`src/rtl/pipelined_shifter.sv`:
```
// Pipelined N-bit shifter, one register stage per shift level, valid/ready on both sides.
// Define SHIFTER_ROTATE_EN to build rotate-left for mode 11; otherwise mode 11 is logical left. Requires logN >= 2.
module pipelined_shifter #(
  parameter int N    = 8,
  parameter int logN = 3
) (
  input  logic            clk,
  input  logic            rst_n,
  input  logic            in_valid,
  output logic            in_ready,
  input  logic [N-1:0]    in_data,
  input  logic [logN-1:0] in_amt,
  input  logic [1:0]      in_mode,
  output logic            out_valid,
  input  logic            out_ready,
  output logic [N-1:0]    out_data,
  output logic            out_zero
);

  localparam int S = logN;

  logic [N-1:0] data_q [S];
  logic [S-1:0] valid_q;
  // side-band for stages that still feed a later stage; amount is pre-shifted so bit 0 is always next
  logic [S-1:0] amt_q  [S-1];
  logic [1:0]   mode_q [S-1];
  logic [S-2:0] sign_q;

  logic [N-1:0] src_data [S];
  logic [N-1:0] nxt_data [S];
  logic [S-1:0] src_amt  [S];
  logic [1:0]   src_mode [S];
  logic [S-1:0] src_sign;
  logic [S-1:0] src_valid;
  logic         adv;

  function automatic logic [N-1:0] shift_stage(input logic [N-1:0] w, input logic [1:0] mode,
                                               input logic sign, input int lvl);
    logic [N-1:0] fill;
    logic [N-1:0] res;
    fill = sign ? ~({N{1'b1}} >> (1 << lvl)) : '0;
    case (mode)
      2'b01:   res = w >> (1 << lvl);
      2'b10:   res = (w >> (1 << lvl)) | fill;
`ifdef SHIFTER_ROTATE_EN
      2'b11:   res = (w << (1 << lvl)) | (w >> (N - (1 << lvl)));
`endif
      default: res = w << (1 << lvl);
    endcase
    return res;
  endfunction

  always_comb begin
    src_data[0]  = in_data;
    src_amt[0]   = in_amt;
    src_mode[0]  = in_mode;
    src_sign[0]  = in_data[N-1];
    src_valid[0] = in_valid;
    for (int j = 1; j < S; j++) begin
      src_data[j]  = data_q[j-1];
      src_amt[j]   = amt_q[j-1];
      src_mode[j]  = mode_q[j-1];
      src_sign[j]  = sign_q[j-1];
      src_valid[j] = valid_q[j-1];
    end
    for (int j = 0; j < S; j++) begin
      nxt_data[j] = src_amt[j][0] ? shift_stage(src_data[j], src_mode[j], src_sign[j], j)
                                  : src_data[j];
    end
  end

  assign out_valid = valid_q[S-1];
  assign out_data  = data_q[S-1];
  assign out_zero  = (data_q[S-1] == '0);
  // whole pipe moves or holds as one; no bubble collapse
  assign adv       = !out_valid || out_ready;
  assign in_ready  = adv;

  always_ff @(posedge clk) begin
    if (!rst_n) begin
      valid_q <= '0;
      sign_q  <= '0;
      for (int j = 0; j < S; j++) data_q[j] <= '0;
      for (int j = 0; j < S - 1; j++) begin
        amt_q[j]  <= '0;
        mode_q[j] <= '0;
      end
    end else if (adv) begin
      valid_q <= src_valid;
      for (int j = 0; j < S; j++) data_q[j] <= nxt_data[j];
      for (int j = 0; j < S - 1; j++) begin
        amt_q[j]  <= src_amt[j] >> 1;
        mode_q[j] <= src_mode[j];
        sign_q[j] <= src_sign[j];
      end
    end
  end

endmodule

```
`config.mk`:
```
export PLATFORM = sky130hd
export DESIGN_NAME = pipelined_shifter
export DESIGN_NICKNAME = d
export VERILOG_FILES = /design/src/rtl/pipelined_shifter.sv
export SDC_FILE = /design/constraint.sdc
export NUM_CORES = 1
export LEC_CHECK = 0
export ABC_AREA = 1
export BUFFER_PORTS_ARGS = -buffer_cell sky130_fd_sc_hd__buf_2
export CORE_ASPECT_RATIO = 0.5
export CORE_MARGIN = 2
export CORE_UTILIZATION = 40
export CTS_CLUSTER_DIAMETER = 100
export CTS_CLUSTER_SIZE = 12
export DETAILED_ROUTE_END_ITERATION = 6
export PLACE_DENSITY = 0.56
export SLEW_MARGIN = 20
export SYNTH_ARGS = -nofsm -noshare
export SYNTH_HDL_FRONTEND = slang
export SYNTH_SLANG_ARGS = --single-unit
```
`constraint.sdc`:
```
create_clock -name clk -period 2.04 [get_ports clk]
set_clock_uncertainty 0.2 [all_clocks]
set_input_delay 0.102 -clock clk [delete_from_list [all_inputs] [get_ports clk]]
set_output_delay 0.102 -clock clk [all_outputs]
set_load 0.05 [all_outputs]
```
Word-level counts from Yosys, hierarchy flattened
Memories as Yosys holds them, arrays and structs flattened.
Cells that the tools add are included.
- flip-flop bits (word level): 5
- bits in writable memories: 32
- input port bits: 17
- output and inout port bits: 11
- logic and storage cells: 44
- memories kept: 3
- equality and inequality tests: 6
- mux-type cells: 20
- bitwise logic cells: 10
- reduce and logical (&&, ||, !) cells: 3
- memory list (memory ; words ; width ; rd ports ; clocked after Yosys merged registers in ; wr ports ; line ; RTL):
    data_q ; 3 ; 8 ; 3 ; 0 ; 3 ; 22 ; logic [N-1:0] data_q [S];
    amt_q ; 2 ; 2 ; 2 ; 0 ; 2 ; 25 ; logic [S-1:0] amt_q [S-1];
    mode_q ; 2 ; 2 ; 2 ; 0 ; 2 ; 26 ; logic [1:0] mode_q [S-1];
- operator list (operator ; number):
    8-bit two-way mux ; 9
    8-bit case mux with 2 select lines ; 3
    8-bit logical NOT ; 1
    2-bit two-way mux ; 4
    4-bit by 8-bit bitwise OR with 8-bit output ; 1
    6-bit by 8-bit bitwise OR with 8-bit output ; 1
    7-bit by 8-bit bitwise OR with 8-bit output ; 1
    1-bit bitwise OR ; 7
    2-bit by 1-bit == test with 1-bit output (second input constant) ; 3
    2-bit == test (second input constant) ; 3
    1-bit two-way mux ; 4
    1-bit logical NOT ; 1
    1-bit logical OR ; 1

Depth between registers and ports, before layout
Gate-level depths: netlist of the first run.
- word-level depth: 6
- depth in mapped cells: 8
- depth with buffers taken out: 7

Least setup slack after synthesis of the first run
Ideal clock, no wire load.
- kind: reg2reg
- start point: register valid_q[2]
- end point: memory amt_q[0][0] (netlist bit), enable pin
- library setup time: 0.478 ns
- arrival: 1.551 ns
- required time: 1.362 ns
- setup slack: -0.188 ns
- stages on the path, launching flop included: 4
- path buffers: 0
- clock period less this slack: 2.228 ns
- cell sequence: dfxtp_1 > inv_1 > nor2_4 > nand2_1
- RTL lines (item ; line ; RTL):
    start, declared ; 23 ; logic [S-1:0] valid_q;
    start signal, assigned ; 89 ; valid_q <= src_valid;
    end, declared ; 25 ;

==> results of run 1 <==
==> placed cells by master, fill, tap and decap left out <==
cell            n
a21oi_1         7
a21oi_2         3
buf_2          27
buf_4           2
bufinv_16       1
clkbuf_1        1
clkbuf_8        5
clkinv_2        1
dfxtp_1         5
dlygate4sd3_1  10
edfxtp_1       31
ha_1            6
inv_1          29
inv_2           1
inv_4           1
nand2_1        69
nand2_2         8
nand3_1        13
nor2_1         56
nor2_4          1
nor2_8          1
o21ai_0         4
o21ai_2         1
or2_2          13
==> power by group <==
group	switching (W)	internal, W	total [W]
combinational	0.000219	0.000120	0.000339
clock	0.000238	0.000362	0.000600
sequential	0.0000337	0.000859	0.000892
==> final timing paths <==
path | from | end | slack [ns]
max | rst_n | sign_q[0] | 0.14
min | in_data[0] | data_q[0][0] | 0.02
max reg2reg | valid_q[2] | sign_q[0] | 0.29
min reg2reg | valid_q[1] | valid_q[2] | 0.27
==> per-stage QoR <==
step           worst slack [ns]  cell area [um2]  total power [W]  instances
2_1_floorplan            0.1326             2137         0.001182        264
5_1_grt                 0.03251             2457         0.001936        366
3_3_place_gp             0.4171             2250         0.001234        348
3_5_place_dp             0.3787             2250         0.001237        348
4_1_cts                  0.1484             2457         0.001854        366
6_report                 0.1432             2457         0.001832        366
==> critical path, cell delays in order <==
cell	delay (ns)
dlygate4sd3_1	0.52
buf_2	0.16
inv_2	0.07
nor2_8	0.34
nand2_1	0.11
nand2_1	0.07
dlygate4sd3_1	0.53
==> cell families after synthesis <==
group                    count (synthesis)
AO/OA/AOI/OAI                           15
adder cells (fa/ha/maj)                  6
flip-flops                              36
buffers and inverters                   46
AND/OR/NAND/NOR                        161
==> layout make-up <==
class	count	area [um2]
fill	491	2565
clock inverter	2	35.03
timing repair buffer	39	250.2
multi-input combinational	182	862.1
sequential	36	1031
clock buffer	6	72.57
inverter	31	118.9
tap	70	87.58
==> routing by layer <==
layer | vias up | part of all wire (%) | track usage [%]
li1 | 873 | - | -
met1 | 690 | 51 | 18.70
met2 | 36 | 42 | 20.80
met3 | 4 | 5.1 | 4.215
met4 | 0 | 1.4 | 6.122
met5 | - | 0 | 0
==> flip-flops by register name, indices dropped and copies added, names as in the netlist <==
| signal | count |
|---|---|
| amt_q | 3 |
| sign_q | 2 |
| data_q | 24 |
| mode_q | 4 |
| valid_q | 3 |
==> repair_timing <==
action / in CTS / in global routing
hold buffers: 10 / 0
endpoints found under the setup margin: 0 / 0
hold endpoints to repair: 9 / 0
==> results_dict.tcl, run 1 <==
set metrics [dict create \
    outcome "completed" \
    antenna_found_initial 0 \
    root_buffer "clkbuf_8" \
    grt_start_max_net_pins 23 \
    die_w_um 107.3 \
    num-nets-final 318 \
    synthAdderAreaFrac_pct 3.517 \
    syn2layout_area_growth_pct 15.12 \
    synth-simple-area-share_pct 32.53 \
    htree_num_levels 2 \
    ctsResizeCount 0 \
    period_needed_ns 1.897 \
    seq_area_frac_synth_pct 48.30 \
    cts_buffer_depth 2 \
    grt_usage_pct 13.91 \
    synth_ff_type "edfxtp_1" \
    num_rows 18 \
    core_area_um2 5022 \
    fmax_mhz 527.2 \
    final_util_pct 48.93 \
    cts_setup_buffers 0 \
    ys_seq_elements 36 \
    clk_latency_ns 0.28 \
    worstRegToRegCells 6 \
    final-hold-violation-count 0 \
    synth_top_family_by_area "simple AND/OR/NAND/NOR gates" \
    layout-drive-gt1-share_pct 21.96 \
    initial_utilization_pct 42.50 \
    yosysTopAreaCell "edfxtp_1" \
    numCtsBuffers 5 \
    muxShareOfSynthArea_pct 0 \
    required_ns 2.06 \
    synth_area_leaders "edfxtp_1, nand2_1, nor2_1" \
    io_pins 28 \
    via_count 1603 \
    synthXorXnorAreaFrac_pct 0 \
    globalplace.congestion 0.8158 \
    crit_arrival_ns 1.92 \
    p_leak_nw 1.176 \
    dpl.hpwl_um 2805 \
    synthArstFlopShare_pct 0 \
    grt_pass1_vias 1437 \
    synth_compound_area_share_pct 4.220 \
    min_path_cells 3 \
    synth_edf_count 31 \
    synth_nets 287 \
    slew_violations 0 \
    powerDensity_nw_per_um2 745.4 \
    crit_type "input pin to flop" \
    route.detailed.drc 0 \
    fin_hold_ws_ns 0.02114 \
    die_h_um 55.66 \
    endpoint_kind "flop" \
    max_slew_margin_pct 71.94 \
    grt_overflow 0 \
    rsz0062_at_grt "false" \
    yosys_warnings 0 \
    dieArea_um2 5972 \
    synth_top_area_share_pct 43.61 \
    drt-vias-per-instance 4.380 \
    synthTopCellsByCount "nand2_1, nor2_1, edfxtp_1" \
    first_pass_iters 4 \
    grt_pass1_wl_um 6396 \
    hold_class "input pin to flop" \
    antenna_cells 0 \
    synthMostInstantiatedCell "nand2_1" \
    setup_viol 0 \
    cts_tree "built" \
    drt_iter0_drc 87 \
    portBuffers 27 \
    syn-cell-area_um2 2135 \
    cp-start-kind "input pin" \
    synth.avg_cell_area_um2 8.085 \
    ir_drop_uv 319.5 \
    ys_types 21 \
    tns_ns 0 \
    crit_fanout 22 \
    maxCapViolCount 0 \
    period_share_pct 92.98 \
    clock_sink_count 36 \
    routed_wl_um 3671 \
    clkTransAtPathRegs_ns 0.07 \
    drtAntennaViolNets 0 \
    max_slew.worst_pin.slew_ns 0.4165 \
    drt-wirelength-per-cell_um 10.03 \
    synthCells 264 \
]
Power figures use the tool's default switching activity.
==> run 2, diff against run 1 <==
--- a/config.mk
+++ b/config.mk
@@ -9,11 +9,12 @@
 export BUFFER_PORTS_ARGS = -buffer_cell sky130_fd_sc_hd__buf_2
 export CORE_ASPECT_RATIO = 0.5
 export CORE_MARGIN = 2
-export CORE_UTILIZATION = 40
+export CORE_UTILIZATION = 55
 export CTS_CLUSTER_DIAMETER = 100
 export CTS_CLUSTER_SIZE = 12
 export DETAILED_ROUTE_END_ITERATION = 6
-export PLACE_DENSITY = 0.56
+export HOLD_SLACK_MARGIN = 0.05
+export PLACE_DENSITY = 0.74
 export SLEW_MARGIN = 20
 export SYNTH_ARGS = -nofsm -noshare
 export SYNTH_HDL_FRONTEND = slang
==> run 2 against run 1 <==
  * Sequential power hardly changed
  * Combinational power is 3% higher
  * First-iteration DRC count is 11% higher
  * Setup slack worse by 0.020 ns
  * Fmax is 1.0% lower
  * Critical path depth stayed put
  * Core utilization is 21 points higher
  * Sequential cell count stayed put
  * Non-clock buffer count is 5 higher
  * Cell area is 0.97% higher
  * Critical endpoint unchanged
==> results_dict.tcl, run 2 (same netlist as run 1, synthesis figures left out) <==
set metrics [dict create \
    grt_overflow 0 \
    die_h_um 48.05 \
    fin_area_um2 2481 \
    clock_sink_count 36 \
    crit_type "input pin to flop" \
    fin_hold_ws_ns 0.05905 \
    ir_drop_uv 248.8 \
    grt_start_max_net_pins 23 \
    drt-vias-per-instance 4.776 \
    core_area_um2 3566 \
    cts_tree "built" \
    p_leak_nw 1.194 \
    drt_iter0_drc 97 \
    crit_arrival_ns 1.95 \
    via_count 1681 \
    layout-drive-gt1-share_pct 20.93 \
    num_rows 15 \
    cpPeakStageDelay_ns 0.54 \
    fmax_mhz 521.8 \
    num-nets-final 323 \
    layout_commonest_cell "nand2_1" \
    largest_reg_flops 24 \
    syn2layout_area_growth_pct 16.24 \
    max_slew.worst_pin.slew_ns 0.3766 \
    final_cell_mix "nand2_1, nor2_1, edfxtp_1, inv_1, buf_2" \
    grt_pass1_vias 1445 \
    outcome "completed" \
    htree_num_levels 2 \
    dieArea_um2 4425 \
    die_w_um 92.10 \
    finalPower_w 0.001752 \
    portBuffers 27 \
    first_pass_iters 4 \
    maxCapViolCount 0 \
    cts_buffer_depth 2 \
    max_flop_register "data_q" \
    route.detailed.drc 0 \
    top_regs "data_q (24), mode_q (4)" \
    crit_fanout 22 \
    cp-start-kind "input pin" \
    root_buffer "clkbuf_8" \
    globalplace.congestion 0.7926 \
    slew_violations 0 \
    ctsResizeCount 0 \
    antenna_found_initial 0 \
    crit_family "buffers and inverters" \
    dpl.hpwl_um 2576 \
    antenna_cells 0 \
    required_ns 2.07 \
    drt-wirelength-per-cell_um 10.55 \
    critical_path.cell_chain "dlygate4sd3_1, buf_2, inv_2, nor2_8, nand2_1, nand2_1, dlygate4sd3_1" \
    powerDensity_nw_per_um2 706.2 \
    nFillCells 282 \
    grt_usage_pct 18.75 \
    routed_wl_um 3715 \
    max_slew_margin_pct 74.63 \
    crit_slowest_cell "dlygate4sd3_1" \
    hold_class "input pin to flop" \
    period_share_pct 93.95 \
    crit_buf_inv 4 \
    clk_latency_ns 0.29 \
    cts_setup_buffers 0 \
    setup_viol 0 \
    clkTransAtPathRegs_ns 0.06 \
    rsz0062_at_grt "false" \
    post_dp_cell_area_um2 2231 \
    tns_ns 0 \
    io_pins 28 \
    period_needed_ns 1.917 \
    drtAntennaViolNets 0 \
    grt_pass1_wl_um 6141 \
    final-hold-violation-count 0 \
    initial_utilization_pct 59.86 \
    hold_buffers 16 \
    endpoint_kind "flop" \
    numCtsBuffers 5 \
]
==> run 2: area by class of cell <==
cell class              count  area (um2)  area share (%)
flip-flops and latches     36        1031           41.55
well taps                  51       63.81           2.572
inverters                  31       118.9           4.791
repair buffers             44       315.3           12.71
clock buffers               8       90.09           3.631
multi-input cells         182       862.1           34.75
==> run 2: report_power, final <==
group / internal [W] / switching [W] / leakage [nW] / total [W]
combinational: 0.000128 / 0.000221 / 0.741 / 0.000349
sequential: 0.000859 / 0.0000344 / 0.407 / 0.000893
clock: 0.000275 / 0.000234 / 0.0455 / 0.000509
==> run 2: worst min-delay path: cells and delay by family <==
| family | cells | cell delay, ns |
|---|---|---|
| simple gates | 3 | 0.23 |
| buf+inv | 1 | 0.10 |
==> run 2: stage by stage <==
stage / worst slack (ns) / std cells / utilization, %
global placement: 0.4242 / 328 / 62.56
global route: 0.03245 / 352 / 69.58
floorplan: 0.1326 / 264 / -
finish: 0.1235 / 352 / 69.58
CTS: 0.1867 / 352 / 69.58
detailed placement: 0.4089 / 328 / 62.56
==> run 2: path summary, 6_finish.rpt <==
| path | start | endpoint | slack (ns) | cells past startpoint |
|---|---|---|---|---|
| worst max-delay path | rst_n | sign_q[0] | 0.12 | 7 |
| worst min-delay path | in_data[5] | data_q[0][5] | 0.06 | 4 |
| worst max register to register | valid_q[2] | sign_q[0] | 0.28 | 6 |
| worst min register to register | valid_q[0] | valid_q[1] | 0.26 | 2 |
==> run 2: metal layers <==
metal | vias up | track usage [%] | share of wire (%)
met2 | 52 | 35.59 | 47
met4 | 0 | 8.060 | 1.5
met5 | - | 0 | 0
li1 | 884 | - | -
met1 | 739 | 21.56 | 46
met3 | 6 | 4.724 | 5.0
